### config.mk
export PLATFORM = sky130hd
export DESIGN_NAME = ll_window_ctrl_flat
export DESIGN_NICKNAME = d
export VERILOG_FILES = /design/src/rtl/ll_pkg.sv /design/src/rtl/ll_window_ctrl_if.sv /design/src/rtl/ll_acc_unit.sv /design/src/rtl/ll_window_ctrl.sv /design/src/flat_wrapper.sv
export SDC_FILE = /design/constraint.sdc
export NUM_CORES = 1
export LEC_CHECK = 0
export CELL_PAD_IN_SITES_DETAIL_PLACEMENT = 1
export CELL_PAD_IN_SITES_GLOBAL_PLACEMENT = 2
export CORE_AREA = 2 2 265 267
export CTS_CLUSTER_DIAMETER = 120
export DETAILED_ROUTE_END_ITERATION = 16
export DIE_AREA = 0 0 267 269
export GPL_ROUTABILITY_DRIVEN = 0
export PLACE_DENSITY_LB_ADDON = 0.1
export REMOVE_ABC_BUFFERS = 1
export SYNTH_ARGS = -nofsm -noshare
export SYNTH_HDL_FRONTEND = slang
export SYNTH_SLANG_ARGS = --single-unit
### constraint.sdc
create_clock -name clk -period 8.9 [get_ports clk]
set_input_delay 1.335 -clock clk [delete_from_list [all_inputs] [get_ports clk]]
set_output_delay 1.335 -clock clk [all_outputs]
set_load 0.02 [all_outputs]
### src/rtl/ll_pkg.sv
// Shared types and helpers for the line-length window controller.
// Optional output normalisation is selected by the LL_NORM_EN macro (see ll_window_ctrl).
package ll_pkg;

  typedef enum logic [1:0] {
    IDLE,
    PROC,
    EMIT
  } ll_state_e;

  // Widest sample the abs_diff helper supports.
  localparam int unsigned ABS_MAX_W = 64;

  function automatic int unsigned idx_width(input int unsigned n);
    return (n > 1) ? $clog2(n) : 1;
  endfunction

  // Operands arrive sign-extended, so the magnitude of the difference always fits ABS_MAX_W bits.
  function automatic logic [ABS_MAX_W-1:0] abs_diff(input logic signed [ABS_MAX_W:0] a,
                                                    input logic signed [ABS_MAX_W:0] b);
    logic signed [ABS_MAX_W+1:0] d;
    d = {a[ABS_MAX_W], a} - {b[ABS_MAX_W], b};
    return d[ABS_MAX_W+1] ? ABS_MAX_W'(-d) : ABS_MAX_W'(d);
  endfunction

endpackage

### src/rtl/ll_window_ctrl_if.sv
// Frame input and result output handshakes of the line-length window controller.
interface ll_window_ctrl_if #(
  parameter int unsigned NUM_CH     = 4,
  parameter int unsigned DATA_WIDTH = 32,
  parameter int unsigned ACC_WIDTH  = 40
);
  import ll_pkg::*;

  localparam int unsigned CH_W = idx_width(NUM_CH);

  logic                         s_valid;
  logic                         s_ready;
  logic [NUM_CH*DATA_WIDTH-1:0] s_data;
  logic                         m_valid;
  logic                         m_ready;
  logic [CH_W-1:0]              m_ch;
  logic [ACC_WIDTH-1:0]         m_ll;

  modport master (
    output s_valid, s_data, m_ready,
    input  s_ready, m_valid, m_ch, m_ll
  );

  modport slave (
    input  s_valid, s_data, m_ready,
    output s_ready, m_valid, m_ch, m_ll
  );

endinterface

### src/rtl/ll_acc_unit.sv
// Combinational |x - prev| plus saturating accumulate, shared across all channels.
module ll_acc_unit
  import ll_pkg::*;
#(
  parameter int unsigned DATA_WIDTH = 32,
  parameter int unsigned ACC_WIDTH  = 40
) (
  input  logic signed [DATA_WIDTH-1:0] x,
  input  logic signed [DATA_WIDTH-1:0] prev,
  input  logic                         prev_vld,
  input  logic [ACC_WIDTH-1:0]         acc_in,
  output logic [ACC_WIDTH-1:0]         acc_out
);

  // Sum is kept wide enough for both operands; any bit above ACC_WIDTH means saturation.
  localparam int unsigned SUM_W = ((ACC_WIDTH > ABS_MAX_W) ? ACC_WIDTH : ABS_MAX_W) + 1;

  logic [ABS_MAX_W-1:0] mag;
  logic [SUM_W-1:0]     sum;

  always_comb begin
    mag     = prev_vld ? abs_diff((ABS_MAX_W+1)'(x), (ABS_MAX_W+1)'(prev)) : '0;
    sum     = SUM_W'(acc_in) + SUM_W'(mag);
    acc_out = (|sum[SUM_W-1:ACC_WIDTH]) ? '1 : sum[ACC_WIDTH-1:0];
  end

endmodule

### src/rtl/ll_window_ctrl.sv
// Line-length window scheduler: one shared ll_acc_unit walks the channels of each frame.
// Define LL_NORM_EN to report the per-frame mean (acc >> log2(WIN_LEN)) instead of the raw sum.
module ll_window_ctrl
  import ll_pkg::*;
#(
  parameter int unsigned NUM_CH     = 4,
  parameter int unsigned DATA_WIDTH = 32,
  parameter int unsigned WIN_LEN    = 256,
  parameter int unsigned ACC_WIDTH  = 40
) (
  input  logic             clk,
  input  logic             rst,
  ll_window_ctrl_if.slave  bus,
  output logic             busy
);

  localparam int unsigned CH_W = idx_width(NUM_CH);
  localparam int unsigned FC_W = $clog2(WIN_LEN);
  localparam logic [CH_W-1:0] LAST_CH  = CH_W'(NUM_CH - 1);
  localparam logic [FC_W-1:0] LAST_FRM = FC_W'(WIN_LEN - 1);

  ll_state_e state, state_nx;

  logic [NUM_CH*DATA_WIDTH-1:0] frame_q;
  logic [CH_W-1:0]              ch_idx;
  logic [FC_W-1:0]              frame_cnt;
  logic [ACC_WIDTH-1:0]         acc  [NUM_CH];
  logic signed [DATA_WIDTH-1:0] prev [NUM_CH];
  logic                         prev_vld;

  logic signed [DATA_WIDTH-1:0] x_cur;
  logic [ACC_WIDTH-1:0]         acc_nx;
  logic [ACC_WIDTH-1:0]         ll_out;
  logic                         last_ch;
  logic                         win_end;

  ll_acc_unit #(
    .DATA_WIDTH (DATA_WIDTH),
    .ACC_WIDTH  (ACC_WIDTH)
  ) u_acc (
    .x        (x_cur),
    .prev     (prev[ch_idx]),
    .prev_vld (prev_vld),
    .acc_in   (acc[ch_idx]),
    .acc_out  (acc_nx)
  );

  always_comb begin
    x_cur   = frame_q[ch_idx*DATA_WIDTH +: DATA_WIDTH];
    last_ch = (ch_idx == LAST_CH);
    win_end = (frame_cnt == LAST_FRM);
`ifdef LL_NORM_EN
    ll_out  = acc[ch_idx] >> FC_W;
`else
    ll_out  = acc[ch_idx];
`endif
  end

  always_ff @(posedge clk or negedge rst) begin
    if (!rst) state <= IDLE;
    else      state <= state_nx;
  end

  always_comb begin
    state_nx    = state;
    bus.s_ready = (state == IDLE) & rst;
    bus.m_valid = (state == EMIT);
    bus.m_ch    = ch_idx;
    bus.m_ll    = (state == EMIT) ? ll_out : '0;
    busy        = (state != IDLE);
    case (state)
      IDLE:    if (bus.s_valid) state_nx = PROC;
      PROC:    if (last_ch) state_nx = win_end ? EMIT : IDLE;
      EMIT:    if (bus.m_ready && last_ch) state_nx = IDLE;
      default: state_nx = IDLE;
    endcase
  end

  // ch_idx returns to 0 whenever PROC or EMIT finishes, so m_ch reads 0 while idle.
  always_ff @(posedge clk or negedge rst) begin
    if (!rst) begin
      frame_q   <= '0;
      ch_idx    <= '0;
      frame_cnt <= '0;
      prev_vld  <= 1'b0;
      for (int unsigned i = 0; i < NUM_CH; i++) begin
        acc[i]  <= '0;
        prev[i] <= '0;
      end
    end else begin
      case (state)
        IDLE: begin
          if (bus.s_valid) begin
            frame_q <= bus.s_data;
            ch_idx  <= '0;
          end
        end
        PROC: begin
          acc[ch_idx]  <= acc_nx;
          prev[ch_idx] <= x_cur;
          if (last_ch) begin
            prev_vld  <= 1'b1;
            ch_idx    <= '0;
            frame_cnt <= win_end ? '0 : frame_cnt + 1'b1;
          end else begin
            ch_idx <= ch_idx + 1'b1;
          end
        end
        EMIT: begin
          if (bus.m_ready) begin
            acc[ch_idx] <= '0;
            ch_idx      <= last_ch ? '0 : ch_idx + 1'b1;
          end
        end
        default: ;
      endcase
    end
  end

endmodule
### src/flat_wrapper.sv
// flat-port wrapper written by rule: the top's interface ports become plain ports
module ll_window_ctrl_flat import ll_pkg::*;
#(
  parameter int unsigned NUM_CH     = 4,
  parameter int unsigned DATA_WIDTH = 32,
  parameter int unsigned WIN_LEN    = 256,
  parameter int unsigned ACC_WIDTH  = 40
)
  (clk, rst, busy, bus_s_valid, bus_s_data, bus_m_ready, bus_s_ready, bus_m_valid, bus_m_ch, bus_m_ll);
  ll_window_ctrl_if #(.NUM_CH(NUM_CH), .DATA_WIDTH(DATA_WIDTH), .ACC_WIDTH(ACC_WIDTH)) bus_i ();
  input  logic clk;
  input  logic rst;
  output logic busy;
  input wire logic [$bits(bus_i.s_valid)-1:0] bus_s_valid;
  input wire logic [$bits(bus_i.s_data)-1:0] bus_s_data;
  input wire logic [$bits(bus_i.m_ready)-1:0] bus_m_ready;
  output wire logic [$bits(bus_i.s_ready)-1:0] bus_s_ready;
  output wire logic [$bits(bus_i.m_valid)-1:0] bus_m_valid;
  output wire logic [$bits(bus_i.m_ch)-1:0] bus_m_ch;
  output wire logic [$bits(bus_i.m_ll)-1:0] bus_m_ll;
  assign bus_i.s_valid = bus_s_valid;
  assign bus_i.s_data = bus_s_data;
  assign bus_i.m_ready = bus_m_ready;
  assign bus_s_ready = bus_i.s_ready;
  assign bus_m_valid = bus_i.m_valid;
  assign bus_m_ch = bus_i.m_ch;
  assign bus_m_ll = bus_i.m_ll;
  ll_window_ctrl #(.NUM_CH(NUM_CH), .DATA_WIDTH(DATA_WIDTH), .WIN_LEN(WIN_LEN), .ACC_WIDTH(ACC_WIDTH)) u_core (.clk(clk), .rst(rst), .bus(bus_i), .busy(busy));
endmodule
==> reports/summary.txt, run 1 <==
Status - completed
Row count - 97
Setup CP Type - reg -> reg
Total Routing Usage GR - 0.194
Worst r2r src - u_core.bus.m_ch[0]
Ys flop type - dfrtp_1
Hold WC Path Type - reg -> reg
Worst-Skew Late Latency - 0.60 ns
GR Overflow Total - 0
Crit path max fanout - 31
CTS root buf - clkbuf_16
Vias - 17.1k
Slew margin rel. - 0.304
RSZ-0062 raised after global routing - false
Vias in the first global route - 18.8k
Nets@finish - 2,401
IO Count - 177
Seq/Total Area, Yosys - 0.448
Mean post-synth cell area - 11.8 µm²
CTS H-tree depth - 2
Leading area contributor after synthesis - dfrtp_1
Initial antenna violation count - 1
Post-route cell area - 28,500 µm²
Critical Path Sink Type - flop
Top post-synthesis cells by area - dfrtp_1, mux2_2, mux4_2, a22o_1, ha_1
Area grow syn2layout - 19.2%
CTS tree - done
Post-CTS Setup Repair Bufs - 0
WL/cell - 21.7 µm
WL final - 68,700 µm
Post-CTS sizing - 0
Width of the die - 267 µm
Starting Density - 0.346
Sink Count - 429
Fmax - 0.123 GHz
# port buffers - 176
Synth cell count leaders - dfrtp_1, mux2_2, a22o_1, nand2_1, mux4_2
Busiest grt layer - met2
Seq cells post-synth - 429
Fraction of layout cells with a size suffix above 1 - 0.233
Cell area after synthesis - 23,900 µm²
HPWL after DPL - 46,800 µm
Syn. warnings - 0
Fin Clk Skew - 0.0215 ns
Yosys top cell area share - 0.448
DRT Pass-1 Iters - 4
Crit. Startpoint - u_core.bus.m_ch[0]
Die footprint - 71,800 µm²
Grt met2 use - 0.332
Worst Tran Pin Value - 1.04 ns
Final WS setup - 0.761 ns
Num CTS Buffers - 51
Worst Min Path Start - u_core.frame_cnt[6]
Netlist cell types - 81
Async S/R FF share, synth - 1.00
Post-synth EDFFs - 0
Cells after Synth - 2,033
Critical Path AT - 8.61 ns
Largest net degree at the start of global routing - 168
Post-DP Area - 26,800 µm²
Setup violations, final - 0
Clock tree buffer depth - 3
DR DRC count - 0
Final hold violations - 0
Post-CTS Hold Buffers - 0
Height of the die - 269 µm
Final Max Tran Viols - 0
Antenna-violating nets left - 0
Routed vias/inst - 5.41
Met1 GRT Util - 0.258
Max cap viols - 0
Clock-pin slew on the worst setup and hold paths - 0.06 ns
WHS - 0.477 ns
Core ar. - 69,300 µm²
Most used standard cell by instance count after synthesis - dfrtp_1
Period minus WS final - 8.14 ns
Pre-CTS setup slack - 0.698 ns
Initial DRC count - 742
WP data required - 9.37 ns
N_diodes - 0
Crit path launch type - flop
Final period utilization - 0.915
M3 GR Usage - 0.0252
Global-route wire length before repair - 109,000 µm
metal layers:
| layer | wire (µm) | part of all wire | vias to the layer above |
|---|---|---|---|
| li1 | - | - | 7880 |
| met1 | 31600 | 0.46 | 8910 |
| met2 | 33300 | 0.49 | 262 |
| met3 | 2150 | 0.031 | 89 |
| met4 | 1570 | 0.023 | 0 |
| met5 | 0 | 0 | - |
worst paths after layout:
| kind | to | slack [ns] | cells past startpoint |
|---|---|---|---|
| max | u_core.acc[124] | 0.76 | 25 |
| min | u_core.frame_cnt[6] | 0.48 | 1 |
| max reg2reg | u_core.acc[124] | 0.76 | 25 |
| min reg2reg | u_core.frame_cnt[6] | 0.48 | 1 |
| max in group asynchronous | u_core.bus.m_ch[1] | 6.18 | 3 |
| min in group asynchronous | u_core.acc[127] | 0.67 | 1 |
layout make-up:
class	instances	area [µm²]
multi-input cells	1432	12500
repair buffers	210	2100
inverters	62	233
flip-flops and latches	429	10700
well taps	940	1180
clock buffers	75	1540
fillers	7354	40800
clock inverters	19	203
logic make-up after synthesis:
logic type | synth area share
adder cells (fa/ha/maj) | 0.0440
XOR/XNOR | 0.0266
flip-flops | 0.448
buffers and inverters | 0.0298
other | 0.000157
AO/OA/AOI/OAI | 0.141
AND/OR/NAND/NOR | 0.0911
multiplexers | 0.219
per-stage QoR:
step | TNS [ns] | util | cells
after floorplan | -349.45 | - | 1923
after CTS | 0 | 0.412 | 3167
after global placement | 0 | 0.387 | 3073
after global routing | 0 | 0.412 | 3167
after detailed placement | 0 | 0.387 | 3073
final | 0 | 0.412 | 3167
state kept, by name, summed over array words and instances, names as in the netlist:
name / flops
u_core.acc: 160
u_core.bus.m_ch: 2
u_core.frame_cnt: 8
u_core.prev: 128
u_core.state: 2
u_core.prev_vld: 1
u_core.frame_q: 128
critical path, cell delays in order, from the launching register on:
cell	delay, ns
dfrtp_4	0.54
buf_12	0.27
buf_12	0.28
mux4_2	0.62
ha_1	0.43
a21oi_1	0.23
o21ai_0	0.20
or2_2	0.34
o311ai_0	0.29
a211oi_1	0.16
or4b_4	0.63
o41ai_1	0.47
xnor2_1	0.17
nor2_1	0.08
ha_1	0.43
a21o_1	0.24
a21o_1	0.17
a21o_1	0.18
a31o_2	0.25
a221o_1	0.31
a311o_1	0.31
a41oi_1	0.36
o21a_1	0.24
buf_12	0.21
o21ai_0	0.24
a22o_1	0.28
placed cells by master, fill, tap and decap left out, drive strengths merged, types with 4 or more instances in the layout:
master / n
a211oi: 18
a21boi: 6
a21o: 34
a21oi: 79
a22o: 137
a22oi: 12
a31oi: 15
and2: 56
and3: 16
and4: 4
buf: 35
clkbuf: 75
clkdlybuf4s50: 175
clkinv: 14
conb: 7
dfrtp: 429
ha: 81
inv: 63
mux2: 252
mux2i: 6
mux4: 104
nand2: 127
nand2b: 20
nand3: 37
nand4: 15
nor2: 84
nor2b: 10
nor3: 23
nor3b: 4
o21a: 18
o21ai: 92
o21bai: 8
o22ai: 4
o31a: 6
o31ai: 9
or2: 11
or3: 20
xnor2: 38
xor2: 34
Power of run 1 is not shown: default switching activity piles up to over one toggle a cycle in this logic, so the estimate is an artifact.
==> run 2: changes to the inputs <==
--- a/config.mk
+++ b/config.mk
@@ -7,10 +7,10 @@
 export LEC_CHECK = 0
 export CELL_PAD_IN_SITES_DETAIL_PLACEMENT = 1
 export CELL_PAD_IN_SITES_GLOBAL_PLACEMENT = 2
-export CORE_AREA = 2 2 265 267
+export CORE_AREA = 3 3 266 268
 export CTS_CLUSTER_DIAMETER = 120
 export DETAILED_ROUTE_END_ITERATION = 16
-export DIE_AREA = 0 0 267 269
+export DIE_AREA = 0 0 269 271
 export GPL_ROUTABILITY_DRIVEN = 0
 export PLACE_DENSITY_LB_ADDON = 0.1
 export REMOVE_ABC_BUFFERS = 1
==> reports/summary.txt, run 2 (synthesis results as in run 1) <==
Cell family with the largest share of critical-path delay - compound AO/OA/AOI/OAI gates
CP bufs+invs - 2
Period minus WS final - 8.25 ns
Worst Min Path Start - u_core.acc[142]
Commonest non-fill, non-tap cell in the layout - dfrtp_1
# port buffers - 176
Fmax - 0.121 GHz
Row count - 96
Height of the die - 271 µm
Reg with most FFs - u_core.acc
Max reg flops - 160
Post-CTS sizing - 0
Global-route wire length before repair - 109,000 µm
Final hold violations - 0
Slew margin rel. - 0.304
Total Routing Usage GR - 0.188
Final period utilization - 0.926
Core ar. - 68,600 µm²
Fraction of layout cells with a size suffix above 1 - 0.231
Area grow syn2layout - 19.0%
Antenna-violating nets left - 0
Regs by FF count - u_core.acc x160, u_core.frame_q x128, u_core.prev x128
Crit path launch type - flop
CTS tree - done
Critical Path Sink Type - flop
Fin Clk Skew - 0.0227 ns
Clock-pin slew on the worst setup and hold paths - 0.06 ns
Final Max Tran Viols - 0
WP data required - 9.37 ns
IO Count - 177
Starting Density - 0.349
Slowest-stage cell, CP - mux4_2
Post-CTS Hold Buffers - 0
DRT Pass-1 Iters - 4
Routed vias/inst - 5.38
Worst r2r src - u_core.bus.m_ch[0]
WL final - 68,000 µm
Critical Path AT - 8.72 ns
DR DRC count - 0
Clock tree buffer depth - 3
Vias in the first global route - 18.6k
Worst Tran Pin Value - 1.04 ns
RSZ-0062 raised after global routing - false
Hold WC Path Type - reg -> reg
Status - completed
GR Overflow Total - 0
Max cap viols - 0
Worst-Skew Late Latency - 0.61 ns
Crit. Startpoint - u_core.bus.m_ch[0]
CTS root buf - clkbuf_16
Commonest non-fill, non-tap cells in the layout - dfrtp_1, mux2_2, clkdlybuf4s50_1
Largest net degree at the start of global routing - 177
Initial DRC count - 730
Slowest stage delay, CP - 0.60 ns
HPWL after DPL - 46,400 µm
CTS H-tree depth - 2
WL/cell - 21.5 µm
Post-CTS Setup Repair Bufs - 0
Setup CP Type - reg -> reg
Setup violations, final - 0
Width of the die - 269 µm
Vias - 17.0k
Fillers - 7,224
Die footprint - 72,900 µm²
Num CTS Buffers - 49
Critical Path Most Common Cell - a21o_1
Initial antenna violation count - 1
Sink Count - 429
Nets@finish - 2,405
Setup TNS - 0 ns
Crit path max fanout - 24
## run 2: cell types whose count changed in the layout (fill, tap and decap cells not counted), sizes merged
| cell | change |
|---|---|
| clkinv | -4 |
| bufinv | +3 |
| diode | +1 |
| clkbuf | -6 |
| buf | +6 |
## run 2: per-layer routing
layer | wire (µm) | track usage
met1 | 32200 | 0.260
met2 | 32600 | 0.315
met3 | 1950 | 0.0249
met4 | 1230 | 0.0434
met5 | 0 | 0
## run 2: final timing paths
path                       slack (ns)  cells past startpoint              end
max reg2reg                      0.65                     25   u_core.acc[82]
min                              0.48                      2  u_core.acc[142]
min in group asynchronous        0.70                      1  u_core.prev[32]
min reg2reg                      0.48                      2  u_core.acc[142]
max in group asynchronous        6.10                      3   u_core.acc[27]
max                              0.65                     25   u_core.acc[82]
## run 2: cell type report
| cell class | count | area, µm² | area share |
|---|---|---|---|
| Clock inverter | 18 | 287 | 0.0101 |
| Inverter | 62 | 233 | 0.00817 |
| Timing Repair Buffer | 216 | 2120 | 0.0743 |
| Multi-Input combinational cell | 1432 | 12500 | 0.441 |
| Sequential cell | 429 | 10700 | 0.377 |
| Tap cell | 931 | 1160 | 0.0409 |
| Antenna cell | 1 | 2.50 | 0.0000878 |
| Clock buffer | 69 | 1390 | 0.0488 |
## run 2: worst reg2reg max path: cells and delay by family (launching register included)
| kind | cells | cell delay (ns) |
|---|---|---|
| flip-flops | 1 | 0.50 |
| multiplexers | 1 | 0.63 |
| XOR/XNOR | 1 | 0.17 |
| adder cells (fa/ha/maj) | 2 | 0.85 |
| buffers and inverters | 2 | 0.57 |
| AO/OA/AOI/OAI | 16 | 4.35 |
| AND/OR/NAND/NOR | 3 | 1.01 |
## run 2: through the flow
step | instance area, µm² | hold WS [ns] | cells | utilization | setup WS, ns
2_1_floorplan | 23500 | 0.439 | 1923 | - | -2.37
3_3_place_gp | 26800 | 0.454 | 3070 | 0.391 | 0.867
3_5_place_dp | 26800 | 0.469 | 3070 | 0.391 | 0.648
4_1_cts | 28500 | 0.482 | 3157 | 0.415 | 0.604
5_1_grt | 28500 | 0.497 | 3157 | 0.415 | 0.0886
6_report | 28500 | 0.481 | 3158 | 0.415 | 0.654
Power of run 2 is left out for the same reason.
==> run 3: changes to the inputs <==
--- a/config.mk
+++ b/config.mk
@@ -5,6 +5,7 @@
 export SDC_FILE = /design/constraint.sdc
 export NUM_CORES = 1
 export LEC_CHECK = 0
+export CAP_MARGIN = 30
 export CELL_PAD_IN_SITES_DETAIL_PLACEMENT = 1
 export CELL_PAD_IN_SITES_GLOBAL_PLACEMENT = 2
 export CORE_AREA = 3 3 266 268
@@ -14,6 +15,8 @@
 export GPL_ROUTABILITY_DRIVEN = 0
 export PLACE_DENSITY_LB_ADDON = 0.1
 export REMOVE_ABC_BUFFERS = 1
+export SLEW_MARGIN = 20
 export SYNTH_ARGS = -nofsm -noshare
 export SYNTH_HDL_FRONTEND = slang
 export SYNTH_SLANG_ARGS = --single-unit
+export TNS_END_PERCENT = 20
==> reports/summary.txt, run 3 (synthesis results as in run 1) <==
Clock-pin slew on the worst setup and hold paths - 0.06 ns
CTS H-tree depth - 2
WP data required - 9.40 ns
Reg with most FFs - u_core.acc
DRT Pass-1 Iters - 4
Vias - 17.0k
Commonest non-fill, non-tap cells in the layout - dfrtp_1, mux2_2, clkdlybuf4s50_1
Die footprint - 72,900 µm²
Clock tree buffer depth - 3
Slew margin rel. - 0.357
Global-route wire length before repair - 109,000 µm
WL/cell - 21.6 µm
Antenna-violating nets left - 0
CTS tree - done
Flop2flop setup slack - 0.77 ns
Fmax - 0.123 GHz
RSZ-0062 raised after global routing - false
DR DRC count - 0
Num CTS Buffers - 49
Final period utilization - 0.913
Total Routing Usage GR - 0.189
Crit path launch type - flop
Fillers - 7,192
Starting Density - 0.349
Largest net degree at the start of global routing - 177
Critical Path Sink Type - flop
Height of the die - 271 µm
Area grow syn2layout - 19.2%
Initial antenna violation count - 1
Worst-Skew Late Latency - 0.62 ns
Post-CTS Hold Buffers - 0
Post-CTS sizing - 0
Status - completed
Nets@finish - 2,406
Hold path depth - 2
Post-CTS Setup Repair Bufs - 0
Setup violations, final - 0
Hold WC Path Type - reg -> reg
Crit path max fanout - 24
Max cap viols - 0
Fin Clk Skew - 0.0459 ns
Final hold violations - 0
Worst Hold Path EP - u_core.acc[69]
Initial DRC count - 707
Width of the die - 269 µm
Core ar. - 68,600 µm²
Vias in the first global route - 18.8k
Regs by FF count - u_core.acc x160, u_core.frame_q x128, u_core.prev x128
Sink Count - 429
Routed vias/inst - 5.39
Setup TNS - 0 ns
Final Max Tran Viols - 0
N_diodes - 0
Worst R2R End - u_core.acc[82]
HPWL after DPL - 46,300 µm
Critical Path AT - 8.62 ns
GR Overflow Total - 0
Fraction of layout cells with a size suffix above 1 - 0.233
Worst Min Path Start - u_core.acc[69]
Setup CP Type - reg -> reg
Max reg flops - 160
Worst Tran Pin Value - 0.965 ns
IO Count - 177
Commonest non-fill, non-tap cell in the layout - dfrtp_1
Worst r2r path cells - 25
Row count - 96
WL final - 68,200 µm
# port buffers - 176
Period minus WS final - 8.13 ns
Worst r2r src - u_core.bus.m_ch[0]
CTS root buf - clkbuf_16
run 3: changes by cell type in the layout (fill, tap and decap cells not counted):
cell	before	now
clkbuf_8	9	12
clkinv_2	7	9
buf_16	0	1
bufinv_16	6	5
clkbuf_1	11	10
clkinv_8	1	0
clkinvlp_4	1	0
diode_2	1	0
inv_16	0	1
inv_6	1	2
run 3: how the worst max path moves through the flow:
| stage | start | endpoint | slack [ns] | depth (start not counted) |
|---|---|---|---|---|
| 4_1_cts | u_core.bus.m_ch[0] | u_core.acc[21] | 0.68 | 26 |
| 3_5_place_dp | u_core.bus.m_ch[0] | u_core.acc[82] | 0.72 | 26 |
| 2_1_floorplan | u_core.bus.m_ch[0] | u_core.acc[101] | -2.37 | 23 |
| 6_report | u_core.bus.m_ch[0] | u_core.acc[82] | 0.77 | 25 |
| 5_1_grt | u_core.bus.m_ch[0] | u_core.acc[21] | 0.25 | 26 |
| 3_3_place_gp | u_core.bus.m_ch[0] | u_core.acc[124] | 0.87 | 25 |
run 3: metal layers:
layer  global-route usage  share of wire
met1                0.261           0.47
met2                0.317           0.48
met3               0.0253          0.032
met4               0.0383          0.016
met5                    0              0
run 3: layout make-up:
type / count / area, µm² / area share
multi-input cells: 1432 / 12500 / 0.440
flip-flops and latches: 429 / 10700 / 0.376
repair buffers: 217 / 2140 / 0.0752
clock buffers: 71 / 1430 / 0.0501
well taps: 931 / 1160 / 0.0408
clock inverters: 19 / 272 / 0.00952
inverters: 62 / 233 / 0.00816
run 3: critical path: stages, from the launching register on:
cell and delay (ns):
dfrtp_4 0.50, buf_12 0.22, mux4_2 0.60, ha_1 0.51
a21oi_1 0.20, o21ai_0 0.19, a2111o_1 0.51, a21o_1 0.24
a21oi_1 0.21, o22ai_1 0.14, or4b_4 0.59, o41ai_1 0.48
xnor2_1 0.18, nor2_1 0.06, ha_1 0.41, a21o_1 0.24
a21o_1 0.18, a21o_1 0.18, a31o_2 0.25, a221o_1 0.32
a311o_1 0.31, a41oi_1 0.35, o21a_1 0.21, buf_4 0.33
o21ai_0 0.27, a22o_1 0.27
run 3: per-stage QoR:
stage | hold slack, ns | setup WS [ns] | cells | area (µm²) | util
global route | 0.498 | 0.254 | 3161 | 28500 | 0.416
finish | 0.481 | 0.773 | 3161 | 28500 | 0.416
floorplan | 0.439 | -2.37 | 1923 | 23500 | -
global placement | 0.454 | 0.867 | 3070 | 26800 | 0.391
CTS | 0.484 | 0.678 | 3161 | 28500 | 0.416
detailed placement | 0.471 | 0.721 | 3071 | 26800 | 0.391
Power of run 3 is left out for the same reason.
